### config.mk
export PLATFORM = sky130hd
export DESIGN_NAME = seq_divider
export DESIGN_NICKNAME = d
export VERILOG_FILES = /design/src/rtl/seq_divider.sv
export SDC_FILE = /design/constraint.sdc
export NUM_CORES = 1
export LEC_CHECK = 0
export CAP_MARGIN = 10
export CORE_MARGIN = 2
export CORE_UTILIZATION = 40
export DETAILED_ROUTE_END_ITERATION = 6
export RECOVER_POWER = 25
export SYNTH_ARGS = -nofsm -noshare
export SYNTH_HDL_FRONTEND = slang
export SYNTH_SLANG_ARGS = --single-unit
### constraint.sdc
create_clock -name clk -period 7.4 [get_ports clk]
set_input_delay 1.11 -clock clk [delete_from_list [all_inputs] [get_ports clk]]
set_output_delay 1.11 -clock clk [all_outputs]
set_load 0.02 [all_outputs]
### src/rtl/seq_divider.sv
// seq_divider: multicycle restoring integer divider that produces one quotient
// bit per clock and uses a start/busy/done handshake.
// Optional feature macro: SEQ_DIVIDER_SIGNED_EN adds the sgn input for
// two's-complement operands. A build without the macro divides unsigned only.
//
// state  | meaning
// -------+---------------------------------------------------------------
// S_IDLE | waiting for start; results from the last op are held
// S_RUN  | iterating, one quotient bit per edge, busy=1
// S_DONE | single cycle with done=1; a new start is accepted here too

module seq_divider #(
  parameter int WIDTH = 8
) (
  input  logic             clk,
  input  logic             rst_n,
  input  logic             start,
  input  logic [WIDTH-1:0] dividend,
  input  logic [WIDTH-1:0] divisor,
`ifdef SEQ_DIVIDER_SIGNED_EN
  input  logic             sgn,
`endif
  output logic             busy,
  output logic             done,
  output logic [WIDTH-1:0] quotient,
  output logic [WIDTH-1:0] remainder,
  output logic             div_by_zero
);

  localparam int CW = (WIDTH > 2) ? $clog2(WIDTH) : 1;
  localparam logic [CW-1:0] LAST = CW'(WIDTH - 1);

  typedef enum logic [1:0] {S_IDLE, S_RUN, S_DONE} state_t;

  state_t           state_q;
  logic [CW-1:0]    cnt_q;
  logic [WIDTH-1:0] prem_q;   // partial remainder
  logic [WIDTH-1:0] dvd_q;    // dividend shifts out at the top, quotient bits shift in at the bottom
  logic [WIDTH-1:0] dvs_q;
  logic             qneg_q;
  logic             rneg_q;
  logic             busy_q;
  logic             done_q;
  logic             dbz_q;
  logic [WIDTH-1:0] quo_q;
  logic [WIDTH-1:0] rem_q;

  logic             sgn_w;
`ifdef SEQ_DIVIDER_SIGNED_EN
  assign sgn_w = sgn;
`else
  assign sgn_w = 1'b0;
`endif

  // Magnitudes of the incoming operands. They are used only when sgn_w is set.
  logic             dividend_neg;
  logic             divisor_neg;
  logic [WIDTH-1:0] dividend_mag;
  logic [WIDTH-1:0] divisor_mag;

  assign dividend_neg = sgn_w & dividend[WIDTH-1];
  assign divisor_neg  = sgn_w & divisor[WIDTH-1];
  assign dividend_mag = dividend_neg ? (~dividend + 1'b1) : dividend;
  assign divisor_mag  = divisor_neg  ? (~divisor  + 1'b1) : divisor;

  // One restoring step. The partial remainder is always below the divisor, so
  // the shifted value stays below 2*divisor. As a result, bit WIDTH of the
  // difference is a reliable borrow flag.
  logic [WIDTH:0]   rem_shift;
  logic [WIDTH:0]   diff;
  logic             borrow;
  logic [WIDTH-1:0] prem_d;
  logic [WIDTH-1:0] dvd_d;
  logic [WIDTH-1:0] quo_res;
  logic [WIDTH-1:0] rem_res;

  assign rem_shift = {prem_q, dvd_q[WIDTH-1]};
  assign diff      = rem_shift - {1'b0, dvs_q};
  assign borrow    = diff[WIDTH];
  assign prem_d    = borrow ? rem_shift[WIDTH-1:0] : diff[WIDTH-1:0];
  assign dvd_d     = {dvd_q[WIDTH-2:0], ~borrow};

  // Sign fix-up at write-back. The most-negative / -1 case needs no special
  // path: its magnitude quotient of 2^(WIDTH-1) already reads as most-negative.
  assign quo_res = qneg_q ? (~dvd_d  + 1'b1) : dvd_d;
  assign rem_res = rneg_q ? (~prem_d + 1'b1) : prem_d;

  // Control FSM, datapath registers and registered handshake/result outputs.
  always_ff @(posedge clk or negedge rst_n) begin
    if (!rst_n) begin
      state_q <= S_IDLE;
      cnt_q   <= '0;
      prem_q  <= '0;
      dvd_q   <= '0;
      dvs_q   <= '0;
      qneg_q  <= 1'b0;
      rneg_q  <= 1'b0;
      busy_q  <= 1'b0;
      done_q  <= 1'b0;
      dbz_q   <= 1'b0;
      quo_q   <= '0;
      rem_q   <= '0;
    end else begin
      case (state_q)
        S_IDLE, S_DONE: begin
          state_q <= S_IDLE;
          busy_q  <= 1'b0;
          done_q  <= 1'b0;
          if (start) begin
            if (divisor == '0) begin
              state_q <= S_DONE;
              done_q  <= 1'b1;
              quo_q   <= '1;
              rem_q   <= dividend;
              dbz_q   <= 1'b1;
            end else begin
              state_q <= S_RUN;
              busy_q  <= 1'b1;
              cnt_q   <= '0;
              prem_q  <= '0;
              dvd_q   <= dividend_mag;
              dvs_q   <= divisor_mag;
              qneg_q  <= dividend_neg ^ divisor_neg;
              rneg_q  <= dividend_neg;
            end
          end
        end
        S_RUN: begin
          prem_q <= prem_d;
          dvd_q  <= dvd_d;
          cnt_q  <= cnt_q + 1'b1;
          if (cnt_q == LAST) begin
            state_q <= S_DONE;
            cnt_q   <= '0;
            busy_q  <= 1'b0;
            done_q  <= 1'b1;
            quo_q   <= quo_res;
            rem_q   <= rem_res;
            dbz_q   <= 1'b0;
          end
        end
        default: begin
          state_q <= S_IDLE;
          busy_q  <= 1'b0;
          done_q  <= 1'b0;
        end
      endcase
    end
  end

  assign busy        = busy_q;
  assign done        = done_q;
  assign quotient    = quo_q;
  assign remainder   = rem_q;
  assign div_by_zero = dbz_q;

endmodule

==> run summary <==
Routed WL per cell: 15.2 um
Die area: 6660 um^2
Worst-case hold slack: 0.497 ns
TritonCTS Buffers: 5
Vias per Instance: 5.36
Power Density: 530 nW/um^2
Critical Path RT: 7.64 ns
Main synth FF type: dfrtp_1
Post-synth top area share: 47.8%
Clock latency on the worst-skew pair: 0.30 ns
TritonCTS clock tree: yes
Pin count of the biggest net entering global routing: 47
Vias in the first global route: 1,998
Worst-path clk slew: 0.08 ns
Post-route DRC: 0
Sequential share of the synthesized area: 47.8%
Syn Inst Count: 259
CP Launch Point: start
Syn_area_per_cell: 9.30 um^2
Final setup TNS: 0 ns
Most frequent cells in the layout: dfrtp_1 (46), nand2_1 (36), clkdlybuf4s50_1 (36)
Setup violations, final: 0
Cell row count: 28
Critical path class: in -> reg
ANT cells: 0
Maximum Capacitance Violations: 1
H-tree levels: 2
Routed via count: 1,976
Buffers on Ports: 37
Largest family of logic cells by synthesized area: simple AND/OR/NAND/NOR gates
Post-Syn Nets: 289
Leak: 1.24 nW
Gpl congestion: 0.845
GRT Util Overall: 18.7%
Grt ovf: 0
RSZ-0062 raised after global routing: no
Hold Path Class: reg -> reg
Violated checks: max-capacitance violations, max-slew violations
Clock period minus worst slack: 3.37 ns
First-pass GRT wire length: 9470 um
Mux contribution to synthesized area: 3.17%
Initial DRT Pass Iterations: 4
Synthesized cell area: 2410 um^2
Ys Warns: 0
Routed WL: 5600 um
Ports: 38
Min-delay src: cnt_q[0]
Complex-gate fraction of the synthesized area: 18.6%
Starting Density: 40.9%
Crit end category: flip-flop
Yosys reg bits: 46
Final Hold Viols: 0
Core Region: 5890 um^2
DIE WIDTH: 81.6 um
Worst Path Max Fanout: 17
Clk buf depth: 2
Max rail drop VDD: 213 uV
Asr flop ratio synth: 100%
# fillers: 570
Post-synthesis simple-gate area fraction: 19.0%
1st-iter DRT viols: 147
RR Startpoint: dvd_q[7]
FF/Latch Area: 1150 um^2
Post_cts resized: 0
F_max: 297 MHz
Least-Margin Pin Slew: 2.51 ns
Period utilization: 45.6%
Antenna-violating nets left: 0
Startpoint types: input pin
Die height: 81.6 um
Final Max Tran Viols: 47
Post-CTS Setup Bufs: 0
Nets: 323
Adder-cell share of the synthesized area: 6.03%
Root Driver: clkbuf_8
Worst EP arrival: 3.61 ns
Status: complete, but fails checks
Commonest non-fill, non-tap cell in the layout: dfrtp_1
Slew margin rel.: -67.1%
Area leader, netlist: dfrtp_1
XOR/XNOR Fraction of Synth Area: 1.45%
Detail Placement HPWL: 3980 um
Clock Skew: 0.00477 ns
Largest cells by area after synthesis: dfrtp_1 (48%), nand2_1 (5.6%), ha_1 (5.2%), nor2_1 (4.7%), o21ai_0 (4.2%)
Initial antenna violation count: 0
Layout cells sized above 1: 5.44%
Multi-input gate area: 1160 um^2
Clk sinks: 46
Hold buffer count at CTS: 0
Synth cell types: 44
Number of flops mapped to enable cells by yosys: 0
Layout area overhead: 22.0%
registers in the layout, indices dropped and copies added, names as in the netlist:
signal and cells:
div_by_zero 1, dvs_q 8, state_q 1, remainder 8, prem_q 8, cnt_q 3
busy 1, quotient 8, dvd_q 8
cell usage after synthesis, drive strengths merged, types with 2 or more instances:
cell type	instances
a21oi	13
nor2b	2
xor2	2
a211oi	3
o21ai	24
nand3b	6
a221oi	4
o211a	2
xnor2	2
nand2	36
and2	2
nand2b	4
nor2	30
nand3	12
dfrtp	46
nor4	2
a21o	2
o211ai	3
nor3b	2
inv	14
mux2i	5
mux2	2
a31oi	8
ha	10
clkbuf	10
critical path, stage by stage:
cell,delay (ns)
clkdlybuf4s50_1,0.45
nor2b_1,0.52
nand3_1,0.65
nand2_1,0.63
o32a_1,0.25
report_power, final:
part | total, mW | internal (mW) | switching [mW]
registers | 0.444 | 0.372 | 0.0715
logic | 0.929 | 0.406 | 0.523
clock network | 0.185 | 0.101 | 0.0838
layer usage:
layer  wire [um]  track usage, %  share of wire [%]
met1        2800            26.6                 50
met2        2390            28.5                 43
met3         277            3.63                4.9
met4         135            6.67                2.4
met5           0               0                  0
metrics by stage:
stage	std cells	worst slack, ns	power (mW)	utilization (%)	area, um^2
floorplan	259	5.00	1.12	-	2410
global placement	361	3.74	1.36	48.1	2830
detailed placement	361	3.69	1.38	48.1	2830
CTS	369	4.02	1.57	49.9	2940
global route	369	3.69	1.71	49.9	2940
finish	369	4.03	1.56	49.9	2940
worst paths after layout:
path | end | slack [ns] | cells past startpoint
max in group asynchronous | prem_q[1] | 4.40 | 1
setup reg to reg | remainder[0] | 4.80 | 9
setup / recovery | remainder[2] | 4.03 | 5
hold / removal | cnt_q[0] | 0.50 | 1
min in group asynchronous | dvs_q[7] | 1.57 | 1
hold reg to reg | cnt_q[0] | 0.50 | 1
logic make-up (layout without fill, tap and decap cells):
kind of cell             count (synthesis)  count (layout)
flip-flops                              46              46
adder cells (fa/ha/maj)                 11              11
AND/OR/NAND/NOR                        100             100
buffers and inverters                   25              60
AO/OA/AOI/OAI                           66              66
multiplexers                             7               7
XOR/XNOR                                 4               4
final cells by class:
type | count | area share [%]
Multi-Input combinational cell | 188 | 39.6
Tap cell | 75 | 3.19
Sequential cell | 46 | 39.2
Timing Repair Buffer | 38 | 12.6
Inverter | 14 | 1.79
Clock buffer | 7 | 2.60
Clock inverter | 1 | 1.02
Power figures use the tool's default switching activity.
